`src/rtl/sdc_block_sequencer.sv`:
```
// rtl/sdc_block_sequencer.sv - SD-card write data path bit/phase sequencer
module sdc_block_sequencer #(
    parameter int BLOCK_BYTES  = 512,
    parameter int BUS_WIDTH    = 1,
    parameter int CRC_BITS     = 16,
    parameter int BLK_W        = 8,
    parameter int BUSY_TIMEOUT = 65535
) (
    input  logic             clk,
    input  logic             resetCounter,
    input  logic             start,
    input  logic [BLK_W-1:0] num_blocks,
    input  logic             byte_enable,
    input  logic             card_busy,
    input  logic             abort,
    output logic             start_bit,
    output logic             shift,
    output logic             load,
    output logic             byte_done,
    output logic             block_done,
    output logic             crc_shift,
    output logic             crc_clear,
    output logic             end_bit,
    output logic             busy_wait,
    output logic             done,
    output logic             timeout,
    output logic             aborted,
    output logic [BLK_W-1:0] blocks_left
);

    localparam int DCYC   = BLOCK_BYTES * 8 / BUS_WIDTH;
    localparam int DCNT_W = $clog2(DCYC) + 1;
    localparam int BPC    = 8 / BUS_WIDTH;
    localparam int BPC_W  = $clog2(BPC);
    localparam int CCNT_W = $clog2(CRC_BITS + 1);
    localparam int BCNT_W = $clog2(BUSY_TIMEOUT + 1);

    typedef enum logic [2:0] {
        S_IDLE,
        S_START,
        S_DATA,
        S_CRC,
        S_STOP,
        S_BUSY
    } state_t;

    state_t              state_q, state_d;
    logic [DCNT_W-1:0]   data_cnt_q, data_cnt_d;
    logic [CCNT_W-1:0]   crc_cnt_q, crc_cnt_d;
    logic [BCNT_W-1:0]   busy_cnt_q, busy_cnt_d;
    logic [BLK_W-1:0]    blocks_left_q, blocks_left_d;
    logic [BPC_W-1:0]    in_byte;

    // Position within the current byte; BPC is a power of two so low bits suffice.
    assign in_byte     = data_cnt_q[BPC_W-1:0];
    assign blocks_left = blocks_left_q;

    // State and counter registers.
    always_ff @(posedge clk) begin
        if (resetCounter) begin
            state_q       <= S_IDLE;
            data_cnt_q    <= '0;
            crc_cnt_q     <= '0;
            busy_cnt_q    <= '0;
            blocks_left_q <= '0;
        end else begin
            state_q       <= state_d;
            data_cnt_q    <= data_cnt_d;
            crc_cnt_q     <= crc_cnt_d;
            busy_cnt_q    <= busy_cnt_d;
            blocks_left_q <= blocks_left_d;
        end
    end

    // Next-state, counter and strobe decode; abort overrides every phase transition.
    always_comb begin
        state_d       = state_q;
        data_cnt_d    = data_cnt_q;
        crc_cnt_d     = crc_cnt_q;
        busy_cnt_d    = busy_cnt_q;
        blocks_left_d = blocks_left_q;
        start_bit     = 1'b0;
        shift         = 1'b0;
        load          = 1'b0;
        byte_done     = 1'b0;
        block_done    = 1'b0;
        crc_shift     = 1'b0;
        crc_clear     = 1'b0;
        end_bit       = 1'b0;
        busy_wait     = 1'b0;
        done          = 1'b0;
        timeout       = 1'b0;
        aborted       = 1'b0;

        case (state_q)
            S_IDLE: begin
                if (start) begin
                    state_d       = S_START;
                    blocks_left_d = (num_blocks == '0) ? BLK_W'(1) : num_blocks;
                end
            end
            S_START: begin
                start_bit = 1'b1;
                crc_clear = 1'b1;
                state_d   = S_DATA;
            end
            S_DATA: begin
                if (byte_enable) begin
                    shift     = 1'b1;
                    load      = (in_byte == '0);
                    byte_done = (in_byte == BPC_W'(BPC - 1));
                    if (data_cnt_q == DCNT_W'(DCYC - 1)) begin
                        block_done = 1'b1;
                        state_d    = S_CRC;
                    end else begin
                        data_cnt_d = data_cnt_q + DCNT_W'(1);
                    end
                end
            end
            S_CRC: begin
                crc_shift = 1'b1;
                if (crc_cnt_q == CCNT_W'(CRC_BITS - 1)) begin
                    state_d = S_STOP;
                end else begin
                    crc_cnt_d = crc_cnt_q + CCNT_W'(1);
                end
            end
            S_STOP: begin
                end_bit = 1'b1;
                state_d = S_BUSY;
            end
            S_BUSY: begin
                busy_wait = 1'b1;
                // The first two cycles are the Nwr gap where DAT0 is not yet meaningful.
                if (busy_cnt_q >= BCNT_W'(2) && !card_busy) begin
                    if (blocks_left_q <= BLK_W'(1)) begin
                        blocks_left_d = '0;
                        done          = 1'b1;
                        state_d       = S_IDLE;
                    end else begin
                        blocks_left_d = blocks_left_q - BLK_W'(1);
                        state_d       = S_START;
                    end
                end else if (busy_cnt_q == BCNT_W'(BUSY_TIMEOUT - 1)) begin
                    timeout       = 1'b1;
                    blocks_left_d = '0;
                    state_d       = S_IDLE;
                end else begin
                    busy_cnt_d = busy_cnt_q + BCNT_W'(1);
                end
            end
            default: begin
                state_d = S_IDLE;
            end
        endcase

        if (abort && state_q != S_IDLE) begin
            state_d       = S_IDLE;
            aborted       = 1'b1;
            done          = 1'b0;
            timeout       = 1'b0;
            blocks_left_d = '0;
        end

        // Every counter restarts from zero whenever the phase changes.
        if (state_d != state_q) begin
            data_cnt_d = '0;
            crc_cnt_d  = '0;
            busy_cnt_d = '0;
        end

        // A reset cycle must not be reported as a completed, timed-out or aborted run.
        if (resetCounter) begin
            done    = 1'b0;
            timeout = 1'b0;
            aborted = 1'b0;
        end
    end

endmodule
```
`config.mk`:
```
export PLATFORM = sky130hd
export DESIGN_NAME = sdc_block_sequencer
export DESIGN_NICKNAME = d
export VERILOG_FILES = /design/src/rtl/sdc_block_sequencer.sv
export SDC_FILE = /design/constraint.sdc
export NUM_CORES = 1
export LEC_CHECK = 0
export CORE_ASPECT_RATIO = 0.75
export CORE_MARGIN = 5
export CORE_UTILIZATION = 55
export CTS_BUF_LIST = sky130_fd_sc_hd__clkbuf_4 sky130_fd_sc_hd__clkbuf_8
export CTS_CLUSTER_DIAMETER = 100
export DETAILED_ROUTE_END_ITERATION = 6
export PLACE_DENSITY = 0.79
export SYNTH_ARGS = -nofsm -noshare
export SYNTH_HDL_FRONTEND = slang
export SYNTH_SLANG_ARGS = --single-unit
export TNS_END_PERCENT = 30
```
`constraint.sdc`:
```
create_clock -name clk -period 3.55 [get_ports clk]
set_clock_uncertainty 0.1 [all_clocks]
set_input_delay 0.71 -clock clk [delete_from_list [all_inputs] [get_ports clk]]
set_output_delay 0.71 -clock clk [all_outputs]
set_load 0.005 [all_outputs]
```
==> impl_metrics.tcl <==
set metrics [dict create \
    cap_violations 0 \
    p_int_mw 0.7129 \
    start_kind "register" \
    ir_drop_mv 0.1672 \
    firstDrtPassIters 7 \
    cts_setup_buffers 0 \
    clockBufferDepth 2 \
    synth_flop_cell "dfxtp_1" \
    combPwrFrac 0.124 \
    hold_depth 2 \
    netlist_area_mm2 0.002775 \
    start_util 0.5664 \
    coreArea_mm2 0.004900 \
    path_common_cell "nor4_1" \
    wl_met3_um 520 \
    fp.dieW_um 92.02 \
    finalWirelength_um 6419 \
    synthAdderAreaFrac 0.04058 \
    fp.dieArea_mm2 0.006581 \
    p_sw_mw 0.2703 \
    synth_xor_area_frac 0.08837 \
    cts_tree "yes" \
    fin_crit_sh 0.9104 \
    synth_top_family_by_area "simple AND/OR/NAND/NOR gates" \
    synth_mux_area_frac 0.003607 \
    r2r_slack_ps 690 \
    cp-end-kind "output port" \
    crit_required_ps 2740 \
    die_y_um 71.52 \
    p_clk_frac 0.344 \
    yosysWarnings 0 \
    ios 34 \
    p_leak_nw 1.028 \
    ff2ff_path_depth 8 \
    hpwl_um 4736 \
    synth-compound-area-share 0.1267 \
    slew_violations 0 \
    cts_buffers 5 \
    drive_above_1_share 0.1388 \
    criticalPathCategory "reg -> out" \
    path_cells "inv_1 > ha_1 > nor4_1 > a41oi_2 > nor4_1 > clkdlybuf4s50_1" \
    highest_layer "met4" \
    cts_sinks 45 \
    hp-start "blocks_left[7]" \
    finalSetupTns_ps 0 \
    ant_nets 0 \
    power_frac_seq 0.532 \
    rsz0062_at_grt "no" \
    wl_met1_um 3120 \
    status "completed" \
    seqCellArea_um2 900.9 \
    port_buffers 33 \
    setup_viol 0 \
    min_period_ps 3232 \
    rows 22 \
    crit_path_max_fanout 5 \
    slew_headroom 0.1442 \
    syn_nets 341 \
    via_per_inst 5.998 \
    wl_per_cell_um 15.54 \
    ys_seq_area_frac 0.3246 \
    regToRegStartpoint "busy_cnt_q[0]" \
    clock.fmax_mhz 309.4 \
    num_vias 2477 \
    critPathTopFamily "buffers and inverters" \
    grt_pass1_wl_um 11120 \
    holdBufCountCts 0 \
    worst_r2r_endpoint "busy_cnt_q[1]" \
    grt_pass1_vias 2292 \
    syn_to_final_growth_pct 16.59 \
    place_area_mm2 0.003142 \
    power_density_mw_per_mm2 303.9 \
    slowest_delay_ps 550 \
    multiInputGateArea_mm2 0.001715 \
    synth_edf_count 0 \
    drt_first_iter_violations 130 \
    wl_met2_um 2710 \
    insertion_delay_ps 310 \
    fillers 432 \
    async_flop_share 0 \
    syn_inst 318 \
    fin_area_mm2 0.003236 \
    clockRootBuffer "clkbuf_8" \
    htree_num_levels 2 \
    cpMaxStageDelayCell "clkdlybuf4s50_1" \
    n_antenna_cell 0 \
    drc_errors 0 \
    synthSimpleGateAreaFrac 0.3589 \
    gp_congestion 0.9036 \
    clk_pin_slew_worst_paths_ps 90 \
    nets 375 \
    synth_cell_type_count 60 \
    swShare 0.2749 \
    syn_avg_cell_area_um2 8.727 \
    tightest_slew_ps 1272 \
    grt_max_degree 35 \
    gr-total-overflow 0 \
    min_to "blocks_left[7]" \
    antenna_found_initial 0 \
    worst-path-buf-inv 2 \
    cts_resized 0 \
    hold_class "reg -> reg" \
    worstPathArrival_ps 2420 \
    final_hold_viol_count 0 \
    synth_seq_cells 45 \
    grt_usage 0.2041 \
]
## cells in the final DEF, fill, tap and decap left out, types with 4 or more instances in the layout
master	instances
nand2_1	25
nor3_1	17
or4_1	5
nor4_2	6
a32oi_1	4
inv_1	12
or3_1	5
nor4_1	11
nor2_1	35
nand4_1	7
a21oi_1	8
o21ai_0	6
nor2_2	10
nand3_1	11
ha_1	9
dfxtp_1	45
xnor2_1	25
a211oi_1	5
clkbuf_8	5
buf_4	10
clkdlybuf4s50_1	33
## layout make-up
class | count | area share
Clock buffer | 5 | 0.02127
Clock inverter | 3 | 0.007734
Inverter | 12 | 0.01392
Multi-Input combinational cell | 245 | 0.5302
Sequential cell | 45 | 0.2784
Tap cell | 60 | 0.02320
Timing Repair Buffer | 43 | 0.1253
## synthesized netlist by cell type (2+ instances only)
cell       n  area share
a211o_1    2      0.0063
a211oi_1   5       0.014
a21oi_1    8       0.014
a31o_1     2      0.0063
a31oi_1    3      0.0068
a32oi_1    4       0.013
and3_1     3      0.0068
buf_2      3      0.0054
buf_6      6       0.024
clkbuf_1   5      0.0068
dfxtp_1   45        0.32
ha_1       9       0.041
inv_1     12       0.016
nand2_1   25       0.034
nand2b_1   2      0.0045
nand3_1   11       0.020
nand4_1    7       0.016
nor2_1    35       0.047
nor2_2    10       0.023
nor2b_1    3      0.0068
nor3_1    17       0.031
nor3b_1    3      0.0081
nor4_1    11       0.025
nor4_2     6       0.027
nor4b_1    2      0.0063
nor4b_2    3       0.016
o21ai_0    6       0.011
o21bai_1   3      0.0081
o31ai_1    2      0.0054
or3_1      5       0.011
or4_1      5       0.014
xnor2_1   25       0.079
xor2_1     3      0.0095
## per-stage QoR
step | instances | worst slack (ps) | hold WS [ps] | power, mW | util
floorplan | 318 | 1042 | 346.3 | 0.6110 | -
global placement | 405 | 435.0 | 367.5 | 0.6544 | 0.6412
detailed placement | 405 | 426.9 | 369.3 | 0.6556 | 0.6412
CTS | 413 | 290.0 | 385.5 | 0.9859 | 0.6604
global route | 413 | 101.5 | 423.2 | 1.030 | 0.6604
finish | 413 | 318.1 | 389.6 | 0.9832 | 0.6604
## sequential cells by signal (all words and copies together), names as in the netlist
signal / count
data_cnt_q: 13
busy_cnt_q: 16
blocks_left: 8
crc_cnt_q: 5
state_q: 3
## metal layers
layer  global-route usage  vias to the layer above
li1                     -                     1224
met1               0.2947                     1140
met2               0.3074                      105
met3              0.04722                        8
met4              0.05272                        0
met5                    0                        -
## worst min-delay path, cell delays in order, from the launching register on
cell	delay, ps
dfxtp_1	330
nand2_1	50
o21ai_0	60
## logic make-up after synthesis
group,Yosys count
muxes,1
DFF,45
AOI/OAI and AO/OA,44
adders and majority gates,9
and+or+nand+nor,163
buffers and inverters,28
xor gates and xnor gates,28
## power by group through the flow
stage | clock network, mW | logic [mW] | registers [mW]
finish | 0.338 | 0.122 | 0.523
global route | 0.370 | 0.134 | 0.525
CTS | 0.341 | 0.122 | 0.523
detailed placement | 0 | 0.121 | 0.535
global placement | 0 | 0.120 | 0.534
floorplan | 0 | 0.0802 | 0.531
## worst max-delay path by stage
stage | start | endpoint | slack (ps) | depth (start not counted)
2_1_floorplan | busy_cnt_q[0] | timeout | 1040 | 6
3_3_place_gp | abort | done | 440 | 6
3_5_place_dp | abort | done | 430 | 6
4_1_cts | busy_cnt_q[0] | timeout | 290 | 6
5_1_grt | busy_cnt_q[0] | timeout | 100 | 6
6_report | busy_cnt_q[0] | timeout | 320 | 6
No activity file was read; power rests on OpenSTA's default activity.
==> edit, RTL diff (same settings) <==
The 6 states of `state_t` get a Gray code encoding in 3 bits.
--- a/src/rtl/sdc_block_sequencer.sv
+++ b/src/rtl/sdc_block_sequencer.sv
@@ -38,8 +38,8 @@
     typedef enum logic [2:0] {
-        S_IDLE,
-        S_START,
-        S_DATA,
-        S_CRC,
-        S_STOP,
-        S_BUSY
+        S_IDLE  = 3'b000,
+        S_START = 3'b001,
+        S_DATA  = 3'b011,
+        S_CRC   = 3'b010,
+        S_STOP  = 3'b110,
+        S_BUSY  = 3'b111
     } state_t;
Formal check against the unedited RTL: no difference found for any inputs over 10 cycles, from zero or initial values and one cycle with resetCounter high; not proved beyond that.
==> edit against the original RTL <==
  * Setup slack lost 0.088 ns
  * Routed wire length grew 0.51%
  * Critical path depth is the same
  * Core utilization grew 1.4 points
  * Via count grew 2.0%
  * Sequential cell count is the same
  * Power grew 22%
  * Final area grew 3.3%
  * Clock power grew 40%
  * Hold slack lost 0.043 ns
  * Sequential share of layout area shrank 0.89 points
  * Area after synthesis grew 2.8%
  * Largest cell class unchanged
  * Largest power group unchanged
==> edit: results (changes against the original RTL) <==
ranking of synthesized cells by area: dfxtp_1 (32%), nor3_1 (5.6%), xnor2_1 (5.5%)
synth unique cells: 57 (-5.0%)
Pre-antenna DRT Iters: 5 (-2)
filler instances: 403 (-6.7%)
Ys Warns: 0 (unchanged)
fin worst setup slack: 0.230 ns (-0.0882 ns)
Reg2Reg Depth: 7 (-1)
H-tree depth: 2 (unchanged)
post-CTS setup buffers: 0 (unchanged)
run status: finished, final reports clean
most instantiated cells after synthesis: dfxtp_1 (45), nor3_1 (32), nand2_1 (24)
Routed WL: 6450 um (+0.51%)
layout cells sized above 1: 12.0% (-1.8 points)
grt peak-use layer: met2
Reg with most FFs: busy_cnt_q
CP Data Arrival Time: 2.51 ns (+0.09 ns)
GR Util met3: 3.94% (-0.78 points)
total CTS buffers: 5 (unchanged)
vias per inst: 6.18 (+3.0%)
Hold Path Sink: data_cnt_q[12]$_SDFFE_PP0P_
nets: 371 (-1.1%)
FF-to-FF Start: busy_cnt_q[3]$_SDFFE_PP0P_
DP Cell Count: 401 (-0.99%)
max reg flops: 16 (unchanged)
Worst Path Max Fanout: 9 (+4)
clock buffer depth: 2 (unchanged)
initial antenna violation count: 0 (unchanged)
met1 global-route usage: 27.9% (-1.6 points)
largest net degree at the start of global routing: 25 (-29%)
sequential-to-total area share from yosys stat: 31.6% (-0.87 points)
first-pass GRT wire length: 11,400 um (+2.4%)
met2 Use GR: 33.6% (+2.9 points)
Syn Area/Cell: 8.88 um2 (+1.8%)
gpl congestion: 0.943 (+4.4%)
post-cts resize count: 0 (unchanged)
vias in the first global route: 2,431 (+6.1%)
Hold Crit Start: data_cnt_q[12]$_SDFFE_PP0P_
hpwl dp: 4550 um (-4.0%)
Inserted Diodes: 0 (unchanged)
total track usage: 20.6% (+0.19 points)
Post-Syn Nets: 344 (+0.88%)
clk slew on worst S/H paths: 0.09 ns (about the same)
ys async rst share: 0% (unchanged)
worst slack at placement: 0.247 ns (-0.180 ns)
port bufs: 33 (unchanged)
worst reg-to-reg setup slack: 0.87 ns (+0.18 ns)
worst reg2reg endpoint: data_cnt_q[8]$_SDFFE_PP0P_
drt initial violations: 120 (-7.7%)
P_leak: 1.12 nW (+8.6%)
hold depth: 2 (unchanged)
worst rel slew slack: 53.2% (+39 points)
setup violators final: 0 (unchanged)
worst IR drop on VDD: 234 uV (+40%)
wire per inst: 15.8 um (+1.5%)
clk_lat worst skew: 0.31 ns (about the same)
-- edit: changes by cell type after synthesis, moves of 7 or more --
cell / change
nor3_2: +7
xnor2_1: -7
a22oi_1: +7
nor2_1: -20
nor2_2: -10
nor3_1: +15
buf_2: +7
-- edit: where the power goes --
group          internal, W  switching (W)
sequential        0.000516      0.0000210
combinational    0.0000891      0.0000984
clock             0.000283       0.000190
-- edit: logic make-up (layout without fill, tap and decap cells) --
kind of cell / Yosys count / count (layout) / share of synthesized area [%]
AO/OA/AOI/OAI: 45 / 45 / 13.4
buffers and inverters: 33 / 61 / 5.84
flip-flops: 45 / 45 / 31.6
XOR/XNOR: 27 / 27 / 8.29
multiplexers: 3 / 3 / 1.05
AND/OR/NAND/NOR: 159 / 159 / 35.8
adder cells (fa/ha/maj): 9 / 9 / 3.95
-- edit: how the worst max path moves through the flow --
stage               from      end  cells past startpoint
3_5_place_dp       abort     done                      6
6_report           abort     done                      6
4_1_cts            abort     done                      6
3_3_place_gp       abort  timeout                      6
5_1_grt            abort     done                      6
2_1_floorplan  card_busy     done                      5
-- edit: final cells by class --
cell class / instances / share of cell area (%)
clock inverter: 3 / 2.06
sequential: 45 / 27.0
multi-input combinational: 243 / 53.4
timing repair buffer: 40 / 11.8
clock buffer: 5 / 2.06
inverter: 13 / 1.46
tap: 60 / 2.25
-- edit: metrics by stage --
step	instance area [um2]	hold WS, ns	util, %
finish	3340	0.347	67.4
global route	3340	0.376	67.4
CTS	3340	0.345	67.4
detailed placement	3200	0.329	64.7
global placement	3200	0.328	64.7
floorplan	2850	0.315	-
-- edit: worst max-delay path, stage by stage --
cell             delay (ns)
clkdlybuf4s50_1        0.47
o31ai_1                0.14
and2_1                 0.41
nand3_1                0.13
nor2_1                 0.12
clkdlybuf4s50_1        0.54
-- edit: metal layers --
layer	routed length, um	share of wire [%]
met1	3080	48
met2	2910	45
met3	366	5.7
met4	89	1.4
met5	0	0
